## config.mk

```make
export PLATFORM = sky130hd
export DESIGN_NAME = irig_b_encoder_flat
export DESIGN_NICKNAME = d
export VERILOG_FILES = /design/src/rtl/irig_b_encoder_if.sv /design/src/rtl/irig_b_encoder.sv /design/src/flat_wrapper.sv
export SDC_FILE = /design/constraint.sdc
export NUM_CORES = 1
export LEC_CHECK = 0
export CORE_UTILIZATION = 55
export DETAILED_ROUTE_END_ITERATION = 12
export PLACE_DENSITY = 0.77
export SLEW_MARGIN = 5
export SYNTH_ARGS = -nofsm -noshare
export SYNTH_HDL_FRONTEND = slang
export SYNTH_SLANG_ARGS = --single-unit
```

## constraint.sdc

```tcl
create_clock -name clk -period 7 [get_ports clk]
set_input_delay 1.4 -clock clk [delete_from_list [all_inputs] [get_ports clk]]
set_output_delay 1.4 -clock clk [all_outputs]
set_load 0.02 [all_outputs]
```

## src/rtl/irig_b_encoder_if.sv

```systemverilog
// irig_b_encoder_if: time load / run control and IRIG-B output bundle
interface irig_b_encoder_if;
  logic       enable;
  logic       load;
  logic [5:0] time_sec;
  logic [5:0] time_min;
  logic [4:0] time_hr;
  logic [8:0] time_day;
  logic       leap_year;
  logic       dout;
  logic       pps;
  logic       busy;
  logic [6:0] bit_index;
  modport master (
    output enable, load, time_sec, time_min, time_hr, time_day, leap_year,
    input  dout, pps, busy, bit_index
  );
  modport slave (
    input  enable, load, time_sec, time_min, time_hr, time_day, leap_year,
    output dout, pps, busy, bit_index
  );
endinterface

```

## src/rtl/irig_b_encoder.sv

```systemverilog
// irig_b_encoder: IRIG-B00x DC-level-shift frame generator; define IRIG_SBS_EN to add the straight-binary seconds field
module irig_b_encoder #(
  parameter int TICKS_PER_MS = 100000
) (
  input logic              clk,
  input logic              rst,
  irig_b_encoder_if.slave  bus
);
  localparam int CELL = 10 * TICKS_PER_MS;
  localparam int CW = $clog2(CELL);
  localparam logic [CW-1:0] LAST = CW'(CELL - 1);
  localparam logic [CW-1:0] H2 = CW'(2 * TICKS_PER_MS);
  localparam logic [CW-1:0] H5 = CW'(5 * TICKS_PER_MS);
  localparam logic [CW-1:0] H8 = CW'(8 * TICKS_PER_MS);
  typedef enum logic {IDLE, SEND} state_t;
  typedef struct packed {
    logic [5:0] s;
    logic [5:0] m;
    logic [4:0] h;
    logic [8:0] d;
  } tod_t;
  localparam tod_t TOD_RST = {6'd0, 6'd0, 5'd0, 9'd1};
  function automatic tod_t inc(tod_t t, logic leap);
    logic cs, cm, ch;
    cs = t.s >= 6'd59;
    cm = cs && t.m >= 6'd59;
    ch = cm && t.h >= 5'd23;
    inc.s = cs ? 6'd0 : t.s + 6'd1;
    inc.m = cs ? (cm ? 6'd0 : t.m + 6'd1) : t.m;
    inc.h = cm ? (ch ? 5'd0 : t.h + 5'd1) : t.h;
    inc.d = ch ? (t.d >= (leap ? 9'd366 : 9'd365) ? 9'd1 : t.d + 9'd1) : t.d;
  endfunction
  // Data bits of one frame; marker positions stay zero here and are forced by bit index.
  function automatic logic [99:0] enc(tod_t t);
    logic [99:0] f;
`ifdef IRIG_SBS_EN
    logic [16:0] sbs;
`endif
    f = '0;
    f[4:1]   = 4'(t.s % 6'd10);
    f[8:6]   = 3'(t.s / 6'd10);
    f[13:10] = 4'(t.m % 6'd10);
    f[17:15] = 3'(t.m / 6'd10);
    f[23:20] = 4'(t.h % 5'd10);
    f[26:25] = 2'(t.h / 5'd10);
    f[33:30] = 4'(t.d % 9'd10);
    f[38:35] = 4'((t.d / 9'd10) % 9'd10);
    f[41:40] = 2'(t.d / 9'd100);
`ifdef IRIG_SBS_EN
    sbs = 17'(t.h) * 17'd3600 + 17'(t.m) * 17'd60 + 17'(t.s);
    f[88:80] = sbs[8:0];
    f[97:90] = sbs[16:9];
`endif
    return f;
  endfunction
  state_t      state_q, state_d;
  logic [CW-1:0] cnt_q, cnt_d;
  logic [6:0]  bit_q, bit_d;
  tod_t        cur_q, cur_d, ld_q, ld_d, nxt;
  logic        pend_q, pend_d;
  logic [99:0] frame_q, frame_d;
  logic        dout_q, dout_d, pps_q, pps_d, busy_q, busy_d;
  logic        end_cell, frame_end, entry, mk;
  logic [CW-1:0] hi;
  // Cell timing, frame sequencing, time update at frame boundaries and output shaping.
  always_comb begin
    end_cell = cnt_q == LAST;
    frame_end = state_q == SEND && end_cell && bit_q == 7'd99;
    entry = bus.enable && (state_q == IDLE || frame_end);
    state_d = state_q == IDLE ? (bus.enable ? SEND : IDLE) : (frame_end && !bus.enable ? IDLE : SEND);
    cnt_d = (state_q == SEND && state_d == SEND && !end_cell) ? cnt_q + CW'(1) : '0;
    bit_d = (state_q == SEND && state_d == SEND) ? (end_cell ? (frame_end ? 7'd0 : bit_q + 7'd1) : bit_q) : 7'd0;
    nxt = pend_q ? ld_q : (frame_end ? inc(cur_q, bus.leap_year) : cur_q);
    cur_d = (frame_end || entry) ? nxt : cur_q;
    pend_d = bus.load || (pend_q && !(frame_end || entry));
    ld_d = bus.load ? {bus.time_sec, bus.time_min, bus.time_hr, bus.time_day} : ld_q;
    frame_d = entry ? enc(nxt) : frame_q;
    mk = bit_d == 7'd0 || bit_d % 7'd10 == 7'd9;
    hi = mk ? H8 : (frame_q[bit_d] ? H5 : H2);
    dout_d = state_d == SEND && cnt_d < hi;
    pps_d = entry;
    busy_d = state_d == SEND;
  end
  // State and output registers; reset returns to IDLE with time 00:00:00 day 1.
  always_ff @(posedge clk or posedge rst) begin
    if (rst) begin
      state_q <= IDLE;
      cnt_q <= '0;
      bit_q <= '0;
      cur_q <= TOD_RST;
      ld_q <= TOD_RST;
      pend_q <= 1'b0;
      frame_q <= '0;
      dout_q <= 1'b0;
      pps_q <= 1'b0;
      busy_q <= 1'b0;
    end else begin
      state_q <= state_d;
      cnt_q <= cnt_d;
      bit_q <= bit_d;
      cur_q <= cur_d;
      ld_q <= ld_d;
      pend_q <= pend_d;
      frame_q <= frame_d;
      dout_q <= dout_d;
      pps_q <= pps_d;
      busy_q <= busy_d;
    end
  end
  assign bus.dout = dout_q;
  assign bus.pps = pps_q;
  assign bus.busy = busy_q;
  assign bus.bit_index = bit_q;
endmodule

```

## src/flat_wrapper.sv

```systemverilog
// flat-port wrapper written by rule: the top's interface ports become plain ports
module irig_b_encoder_flat 
#(
  parameter int TICKS_PER_MS = 100000
)
  (clk, rst, bus_enable, bus_load, bus_time_sec, bus_time_min, bus_time_hr, bus_time_day, bus_leap_year, bus_dout, bus_pps, bus_busy, bus_bit_index);
  irig_b_encoder_if bus_i ();
  input logic clk;
  input logic rst;
  input wire logic [$bits(bus_i.enable)-1:0] bus_enable;
  input wire logic [$bits(bus_i.load)-1:0] bus_load;
  input wire logic [$bits(bus_i.time_sec)-1:0] bus_time_sec;
  input wire logic [$bits(bus_i.time_min)-1:0] bus_time_min;
  input wire logic [$bits(bus_i.time_hr)-1:0] bus_time_hr;
  input wire logic [$bits(bus_i.time_day)-1:0] bus_time_day;
  input wire logic [$bits(bus_i.leap_year)-1:0] bus_leap_year;
  output wire logic [$bits(bus_i.dout)-1:0] bus_dout;
  output wire logic [$bits(bus_i.pps)-1:0] bus_pps;
  output wire logic [$bits(bus_i.busy)-1:0] bus_busy;
  output wire logic [$bits(bus_i.bit_index)-1:0] bus_bit_index;
  assign bus_i.enable = bus_enable;
  assign bus_i.load = bus_load;
  assign bus_i.time_sec = bus_time_sec;
  assign bus_i.time_min = bus_time_min;
  assign bus_i.time_hr = bus_time_hr;
  assign bus_i.time_day = bus_time_day;
  assign bus_i.leap_year = bus_leap_year;
  assign bus_dout = bus_i.dout;
  assign bus_pps = bus_i.pps;
  assign bus_busy = bus_i.busy;
  assign bus_bit_index = bus_i.bit_index;
  irig_b_encoder #(.TICKS_PER_MS(TICKS_PER_MS)) u_core (.clk(clk), .rst(rst), .bus(bus_i));
endmodule
```

==> results of run 1 <==
## kinds of logic after synthesis
logic type,count (synthesis)
fa+ha+maj,37
flops,113
buf+inv,81
compound gates,304
simple gates,366
xor+xnor,38
mux,45
## cell type report
type | count | area, sq um | area share, %
inverter | 37 | 160 | 1.54
clock buffer | 19 | 443 | 4.25
clock inverter | 13 | 161 | 1.55
sequential | 113 | 2830 | 27.2
tap | 184 | 230 | 2.21
timing repair buffer | 147 | 1210 | 11.6
multi-input combinational | 790 | 5380 | 51.6
## per-layer routing
| layer | part of all wire (%) | wire length (um) | global-route usage (%) |
|---|---|---|---|
| met3 | 5.5 | 1250 | 5.43 |
| met1 | 45 | 10300 | 41.3 |
| met4 | 1.9 | 427 | 8.39 |
| met2 | 48 | 10900 | 49.0 |
| met5 | 0 | 0 | 0 |
## power breakdown
part / internal (mW) / leakage, nW / total, mW / switching [mW]
Combinational: 0.343 / 2.71 / 0.692 / 0.349
Sequential: 0.669 / 1.45 / 0.679 / 0.0101
Clock: 0.568 / 0.285 / 0.886 / 0.318
## cells in the final DEF, fill, tap and decap left out, drive strengths merged, types with 6 or more instances in the layout
cell	Yosys	final
buf	16	108
nand4	12	12
and3	11	11
nor3	23	23
clkbuf	28	19
nand2	123	123
a211oi	11	11
dfrtp	111	111
a31oi	19	19
nand2b	12	12
inv	37	38
xnor2	25	25
o22ai	6	6
xor2	13	13
o21a	8	8
ha	36	36
nor2	93	93
mux2	38	38
o211ai	10	10
o31a	6	6
a21oi	69	69
o31ai	10	10
clkdlybuf4s50	0	39
nand3	39	39
mux2i	7	7
o21ai	89	89
nor2b	8	8
or3	13	13
## worst min path at each step
| stage | end | slack [ns] | cells past startpoint |
|---|---|---|---|
| floorplan | u_core.cnt_q[0]$_DFF_PP0_ | 0.45 | 1 |
| global placement | u_core.frame_q[20]$_DFFE_PP0P_ | 0.46 | 2 |
| detailed placement | u_core.frame_q[6]$_DFFE_PP0P_ | 0.47 | 2 |
| CTS | u_core.cnt_q[0]$_DFF_PP0_ | 0.48 | 1 |
| global route | u_core.frame_q[23]$_DFFE_PP0P_ | 0.50 | 2 |
| finish | u_core.cnt_q[0]$_DFF_PP0_ | 0.48 | 1 |
## state kept, by name, summed over array words and instances, names as in the netlist
register              flops
u_core.cur_q             26
u_core.pend_q             1
u_core.bus.bit_index      7
u_core.bus.busy           1
u_core.bus.pps            1
u_core.ld_q              26
u_core.bus.dout           1
u_core.frame_q           30
u_core.cnt_q             20
## critical path: cells and delay by family
family | cells | cell delay, ns
AO/OA/AOI/OAI | 19 | 3.17
XOR/XNOR | 1 | 0.16
adder cells (fa/ha/maj) | 5 | 0.90
buffers and inverters | 7 | 0.64
AND/OR/NAND/NOR | 6 | 0.90
## stage by stage
| stage | utilization, % | area [sq um] | worst slack [ns] |
|---|---|---|---|
| after floorplan | - | 8490 | -0.201 |
| after global placement | 65.6 | 9640 | -0.738 |
| after detailed placement | 65.6 | 9640 | -0.906 |
| after CTS | 70.1 | 10300 | 0.0327 |
| after global routing | 70.9 | 10400 | -0.188 |
| final | 70.9 | 10400 | 0.107 |
## what timing repair did
| action | CTS | global route |
|---|---|---|
| pin swaps | 31 | 32 |
| resized for setup | 14 | 11 |
| endpoints found under the setup margin | 3 | 3 |
| hold buffers | 0 | 0 |
| buffers inserted | 5 | 7 |
==> results.rst, run 1 <==
.. list-table::
   :header-rows: 1

   * - Metric
     - Value
   * - Reg2reg start
     - u_core.cnt_q[12]$_DFF_PP0_
   * - Violated checks
     - DRC
   * - Layout cell share with drive strength beyond 1
     - 22.0%
   * - Signal arrival time at the worst endpoint
     - 7.21 ns
   * - Cell Count, Final, Fillers Out
     - 1303
   * - Leading post-synthesis cells by cell area
     - sky130_fd_sc_hd__dfrtp_1 (33%), sky130_fd_sc_hd__nand2_1 (5.4%), sky130_fd_sc_hd__ha_1 (5.4%), sky130_fd_sc_hd__mux2_2 (5.1%), sky130_fd_sc_hd__o21ai_0 (4.6%)
   * - RSZ-0062 raised after global routing
     - true
   * - Worst Setup EP
     - u_core.frame_q[37]$_DFFE_PP0P_
   * - Mean cell area of the mapped netlist
     - 8.49 sq um
   * - Post-synthesis adder-cell area fraction
     - 5.51%
   * - Critical path class
     - in2reg
   * - Global-route usage over all layers
     - 30.2%
   * - Most used standard cell by instance count after synthesis
     - sky130_fd_sc_hd__nand2_1
   * - Max-Cap Viols
     - 0
   * - Number of distinct library cells after synthesis
     - 94
   * - Required time worst endpoint
     - 7.32 ns
   * - Number of placed I/O pins
     - 41
   * - Worst hold path class
     - reg2reg
   * - Area of the core
     - 0.0147 sq mm
   * - Final Wtd Congestion
     - 0.890
   * - Diode count
     - 0
   * - Setup crit end kind
     - flop
   * - Number of detailed-route iterations in the first pass
     - 10
   * - Number of fill cells in the layout
     - 1112
   * - Total gr overflow
     - 0
   * - Time the final worst path needs with I/O delays and setup
     - 6.89 ns
   * - H-tree levels
     - 4
   * - Aggregate routed wire length
     - 22900 um
   * - Vias per std cell
     - 6.28
   * - Max Transition Viols Final
     - 0
   * - Sort of element at the start of the critical path
     - input pin
   * - Post-synthesis mux area share
     - 5.96%
   * - Nets
     - 1173
   * - Library cell used as clock root buffer
     - sky130_fd_sc_hd__clkbuf_16
   * - Final routed DRC violation total
     - 2
   * - Largest area contributor in the netlist
     - sky130_fd_sc_hd__dfrtp_1
   * - Synth warn
     - 0
   * - Summed instance area of the synthesized netlist
     - 0.00835 sq mm
   * - Number of cell rows
     - 44
   * - Die extent in x
     - 125 um
   * - Peak per-stage delay on the critical path
     - 0.43 ns
   * - Placed Cells incl. Taps
     - 1260
   * - HPWL reported at the end of detailed placement
     - 16500 um
   * - Worst skew pair latency
     - 0.42 ns
   * - Register bit total from synthesis
     - 113
   * - Capturing point of the worst reg2reg path
     - u_core.frame_q[37]$_DFFE_PP0P_
   * - Die span in y
     - 125 um
   * - Starting Density
     - 56.8%
   * - Worst relative slew slack
     - 22.9%
   * - Number of clock sinks
     - 113
   * - IO Port Bufs
     - 40
   * - Number of antenna violations at the first check in global routing
     - 0
   * - Routed wirelength normalized by instance count
     - 17.6 um
   * - Leakage Power
     - 4.45 nW
   * - Number of routed nets with antenna violations
     - 0
   * - Main combinational cell family by area after synthesis
     - compound AO/OA/AOI/OAI gates
   * - Worst hold path startpoint
     - u_core.cnt_q[0]$_DFF_PP0_
   * - Asr flop ratio synth
     - 100%
   * - Most instantiated cells after synthesis
     - sky130_fd_sc_hd__nand2_1 (121), sky130_fd_sc_hd__dfrtp_1 (111), sky130_fd_sc_hd__nor2_1 (93)
   * - Overall power after layout
     - 2.26 mW
   * - Max Fanout on Critical Path
     - 6
   * - Number of clock buffers inserted by TritonCTS
     - 17
   * - Count of cells along the worst register-to-register path
     - 35
   * - Worst hold-check slack
     - 0.477 ns
   * - Fmax
     - 145 MHz
   * - Transition time at the pin with the least slew margin
     - 1.15 ns
   * - Number of synthesized flops with an enable pin
     - 0
   * - Register-to-register path setup slack
     - 0.19 ns
   * - Wire length of the first global-routing pass
     - 38200 um
   * - Sequential-to-total area share from yosys stat
     - 33.9%
   * - Final setup violation count
     - 0
   * - Count of mapped cells out of synthesis
     - 984
   * - Synth Area in Compound Gates
     - 24.8%
   * - Critical Path Start
     - bus_leap_year
   * - Vias after detailed routing
     - 8189
   * - Maximum clock path buffer count
     - 2
   * - Largest net degree at the start of global routing
     - 76
   * - Library cell contributing the largest single delay on the critical path
     - sky130_fd_sc_hd__a2111o_1
   * - Share of the synthesized netlist area taken by xor and xnor gates
     - 3.98%
   * - Result of the run
     - finished, violations left
   * - Syn-to-layout area delta
     - 24.7%
   * - Main flop type after synthesis
     - sky130_fd_sc_hd__dfrtp_1
   * - Cell mode on critical path
     - sky130_fd_sc_hd__ha_4
   * - Nets in the synthesized netlist
     - 1051
   * - Portion of the clock cycle consumed by the worst path in the final layout
     - 98.5%
   * - Vias in the first global route
     - 7713
   * - CTS tree
     - done
   * - Number of failing hold endpoints at the final stage
     - 0
   * - Worst voltage drop across the vdd grid
     - 0.000195 V
   * - Simple-Gate Fraction of Synth Area
     - 21.7%
   * - Setup TNS
     - 0 ns
   * - Iteration-0 DRC count of the detailed router
     - 859
   * - PD cells
     - 217 mW/mm^2
   * - Worst clock skew
     - 0.0116 ns
   * - Clock-pin slew on the worst setup and hold paths
     - 0.05 ns
   * - Share of the synthesized area in the top cell type
     - 33.3%
   * - Die Outline Area
     - 0.0157 sq mm
Note: power is estimated with default switching activity, not from simulation.
==> run 2: changes to the inputs <==
PLACE_DENSITY = 0.74   (was 0.77)
TNS_END_PERCENT = 5   (was not set)
clock period = 7.4 ns   (was 7 ns; I/O delays follow)
==> run 2 against run 1 <==
Compared with the run above: the run still ends with DRC left; critical path depth fell by 2; hold slack improved by 0.0035 ns; sequential share of layout area decreased by 0.23 points; largest cell class unchanged; largest power group unchanged; highest routed layer unchanged.
==> results.rst, run 2 (synthesis gave the netlist of run 1 again) <==
.. list-table::
   :header-rows: 1

   * - Metric
     - Value
   * - Setup TNS
     - 0 ns (unchanged)
   * - Final Wtd Congestion
     - 0.930 (was 0.890)
   * - Routed wirelength normalized by instance count
     - 17.7 um (was 17.6 um)
   * - H-tree levels
     - 4 (unchanged)
   * - Iteration-0 DRC count of the detailed router
     - 835 (was 859)
   * - Count of cells along the worst register-to-register path
     - 34 (was 35)
   * - Leading registers by flop count
     - u_core.frame_q: 30 flops, u_core.cur_q: 26 flops, u_core.ld_q: 26 flops (unchanged)
   * - Syn-to-layout area delta
     - 25.8% (was 24.7%)
   * - Global-route usage over all layers
     - 30.5% (was 30.2%)
   * - Number of placed I/O pins
     - 41 (unchanged)
   * - Worst hold path class
     - reg2reg (unchanged)
   * - Power dissipated by switching net loads
     - 0.652 mW (was 0.677 mW)
   * - Library cell contributing the largest single delay on the critical path
     - sky130_fd_sc_hd__or4_1 (was sky130_fd_sc_hd__a2111o_1)
   * - Worst clock skew
     - 0.00658 ns (was 0.0116 ns)
   * - Setup crit end kind
     - flop (unchanged)
   * - Number of detailed-route iterations in the first pass
     - 12 (was 10)
   * - Number of clock sinks
     - 113 (unchanged)
   * - Vias in the first global route
     - 7873 (was 7713)
   * - Vias per std cell
     - 6.27 (was 6.28)
   * - Violated checks
     - DRC (unchanged)
   * - Final setup violation count
     - 0 (unchanged)
   * - Number of routed nets with antenna violations
     - 0 (unchanged)
   * - Number of cell rows
     - 44 (unchanged)
   * - Worst skew pair latency
     - 0.42 ns (about the same)
   * - Transition time at the pin with the least slew margin
     - 1.13 ns (was 1.15 ns)
   * - Sw Share
     - 29.6% (was 30.0%)
   * - Diode count
     - 0 (unchanged)
   * - Number of clock buffers inserted by TritonCTS
     - 17 (unchanged)
   * - Vias after detailed routing
     - 8261 (was 8189)
   * - Worst Hold End
     - u_core.frame_q[12]$_DFFE_PP0P_ (was u_core.cnt_q[0]$_DFF_PP0_)
   * - Die span in y
     - 125 um (unchanged)
   * - Fmax
     - 138 MHz
   * - Required time worst endpoint
     - 7.73 ns (was 7.32 ns)
   * - Portion of the clock cycle consumed by the worst path in the final layout
     - 97.9%
   * - Peak per-stage delay on the critical path
     - 0.52 ns (was 0.43 ns)
   * - Nets
     - 1187 (was 1173)
   * - Number of cells traversed by the worst hold path
     - 2 (was 1)
   * - IO Port Bufs
     - 40 (unchanged)
   * - Library cell used as clock root buffer
     - sky130_fd_sc_hd__clkbuf_16 (unchanged)
   * - Maximum clock path buffer count
     - 2 (unchanged)
   * - Max Transition Viols Final
     - 0 (unchanged)
   * - Die Outline Area
     - 0.0157 sq mm (unchanged)
   * - HPWL reported at the end of detailed placement
     - 15900 um (was 16500 um)
   * - Final routed DRC violation total
     - 3 (was 2)
   * - Worst voltage drop across the vdd grid
     - 0.000182 V (was 0.000195 V)
   * - PD cells
     - 210 mW/mm^2 (was 217 mW/mm^2)
   * - Reg2reg start
     - u_core.cnt_q[12]$_DFF_PP0_ (unchanged)
   * - Overall power after layout
     - 2.20 mW (was 2.26 mW)
   * - Starting Density
     - 56.8% (unchanged)
   * - Area of the core
     - 0.0147 sq mm (unchanged)
   * - Flop pwr share
     - 29.2% (was 30.1%)
   * - Register with the highest flop count
     - u_core.frame_q (unchanged)
   * - Worst hold-check slack
     - 0.480 ns (was 0.477 ns)
   * - Clock-pin slew on the worst setup and hold paths
     - 0.05 ns (about the same)
   * - Most frequent standard cell in the layout excluding fill and tap cells
     - sky130_fd_sc_hd__nand2_1 (unchanged)
   * - Leakage Power
     - 4.54 nW (was 4.45 nW)
   * - Aggregate routed wire length
     - 23300 um (was 22900 um)
   * - # hold bufs at CTS
     - 0 (unchanged)
   * - Largest net degree at the start of global routing
     - 68 (was 76)
   * - Most frequent cells in the layout
     - sky130_fd_sc_hd__nand2_1 (121), sky130_fd_sc_hd__buf_4 (120), sky130_fd_sc_hd__dfrtp_1 (110), sky130_fd_sc_hd__nor2_1 (91), sky130_fd_sc_hd__o21ai_0 (76) (was sky130_fd_sc_hd__nand2_1 (121), sky130_fd_sc_hd__dfrtp_1 (110), sky130_fd_sc_hd__buf_4 (107), sky130_fd_sc_hd__nor2_1 (90), sky130_fd_sc_hd__o21ai_0 (77))
   * - Clk pwr share
     - 39.9% (was 39.2%)
   * - Worst hold path startpoint
     - u_core.frame_q[12]$_DFFE_PP0P_ (was u_core.cnt_q[0]$_DFF_PP0_)
   * - Time the final worst path needs with I/O delays and setup
     - 7.24 ns
   * - Result of the run
     - finished, violations left (unchanged)
   * - Buffers plus inverters on the worst setup path
     - 7 (unchanged)
   * - Die extent in x
     - 125 um (unchanged)
   * - Top cell family by delay on the critical path
     - compound AO/OA/AOI/OAI gates (unchanged)
   * - Gate power share
     - 31.0% (was 30.7%)
   * - Critical path class
     - in2reg (unchanged)
   * - Worst relative slew slack
     - 24.2% (was 22.9%)
   * - Post-layout utilization of the core
     - 71.5% (was 70.9%)
   * - Capturing point of the worst reg2reg path
     - u_core.frame_q[38]$_DFFE_PP0P_ (was u_core.frame_q[37]$_DFFE_PP0P_)
   * - Wire length of the first global-routing pass
     - 38600 um (was 38200 um)
   * - Layout cell share with drive strength beyond 1
     - 23.1% (was 22.0%)
   * - Number of antenna violations at the first check in global routing
     - 0 (unchanged)
   * - Power Internal
     - 1.55 mW (was 1.58 mW)
   * - Max reg flops
     - 30 (unchanged)
   * - Register-to-register path setup slack
     - 0.23 ns (was 0.19 ns)
   * - Number of failing hold endpoints at the final stage
     - 0 (unchanged)
   * - Max-Cap Viols
     - 0 (unchanged)
   * - Placed inst area
     - 0.00942 sq mm (was 0.00964 sq mm)
   * - Signal arrival time at the worst endpoint
     - 7.57 ns (was 7.21 ns)
   * - Design area
     - 0.0105 sq mm (was 0.0104 sq mm)
   * - Total gr overflow
     - 0 (unchanged)
   * - Sort of element at the start of the critical path
     - input pin (unchanged)
   * - Max Fanout on Critical Path
     - 4 (was 6)
   * - CTS tree
     - done (unchanged)
==> run 2: layout make-up <==
type	count	area (sq um)
multi-input cells	790	5360
fillers	1093	4190
flip-flops and latches	113	2830
repair buffers	161	1310
clock buffers	20	457
well taps	184	230
clock inverters	12	181
inverters	37	141
==> run 2: worst reg2reg max path: cells and delay by family (launching register included) <==
kind | cells | cell delay (ns)
XOR/XNOR | 1 | 0.11
AND/OR/NAND/NOR | 7 | 2.25
buffers and inverters | 6 | 0.78
adder cells (fa/ha/maj) | 4 | 0.79
AO/OA/AOI/OAI | 16 | 2.71
flip-flops | 1 | 0.43
==> run 2: how the worst max path moves through the flow <==
stage | startpoint | end | cells after the start
after global placement | bus_leap_year | u_core.frame_q[36]$_DFFE_PP0P_ | 36
after detailed placement | bus_leap_year | u_core.frame_q[36]$_DFFE_PP0P_ | 36
after CTS | bus_leap_year | u_core.frame_q[36]$_DFFE_PP0P_ | 36
after floorplan | bus_leap_year | u_core.frame_q[36]$_DFFE_PP0P_ | 36
after global routing | bus_leap_year | u_core.frame_q[36]$_DFFE_PP0P_ | 36
final | bus_leap_year | u_core.frame_q[38]$_DFFE_PP0P_ | 36
==> run 2: power by group through the flow <==
stage	clock network, mW	registers, mW	logic (mW)
finish	0.879	0.643	0.682
CTS	0.888	0.642	0.631
global placement	0	0.652	0.557
floorplan	0	0.649	0.382
detailed placement	0	0.653	0.566
global route	0.919	0.644	0.738
==> run 2: routing by layer <==
layer | share of wire [%] | global-route usage [%] | wire, um
met1 | 44 | 40.8 | 10100
met2 | 48 | 50.0 | 11200
met3 | 6.5 | 5.86 | 1520
met4 | 1.8 | 9.33 | 431
met5 | 0 | 0 | 0
==> run 2: what timing repair did <==
action / 4_1_cts / 5_1_grt
endpoints found under the hold margin: 0 / 0
gates resized for setup: 19 / 17
setup buffers: 34 / 9
endpoints found under the setup margin: 3 / 3
pin swaps: 30 / 29
==> run 2: metrics by stage <==
step	worst slack (ns)	cells
after global routing	-0.0812	1317
after CTS	0.104	1308
after floorplan	0.0166	984
after global placement	-0.466	1242
final	0.159	1317
after detailed placement	-0.646	1242
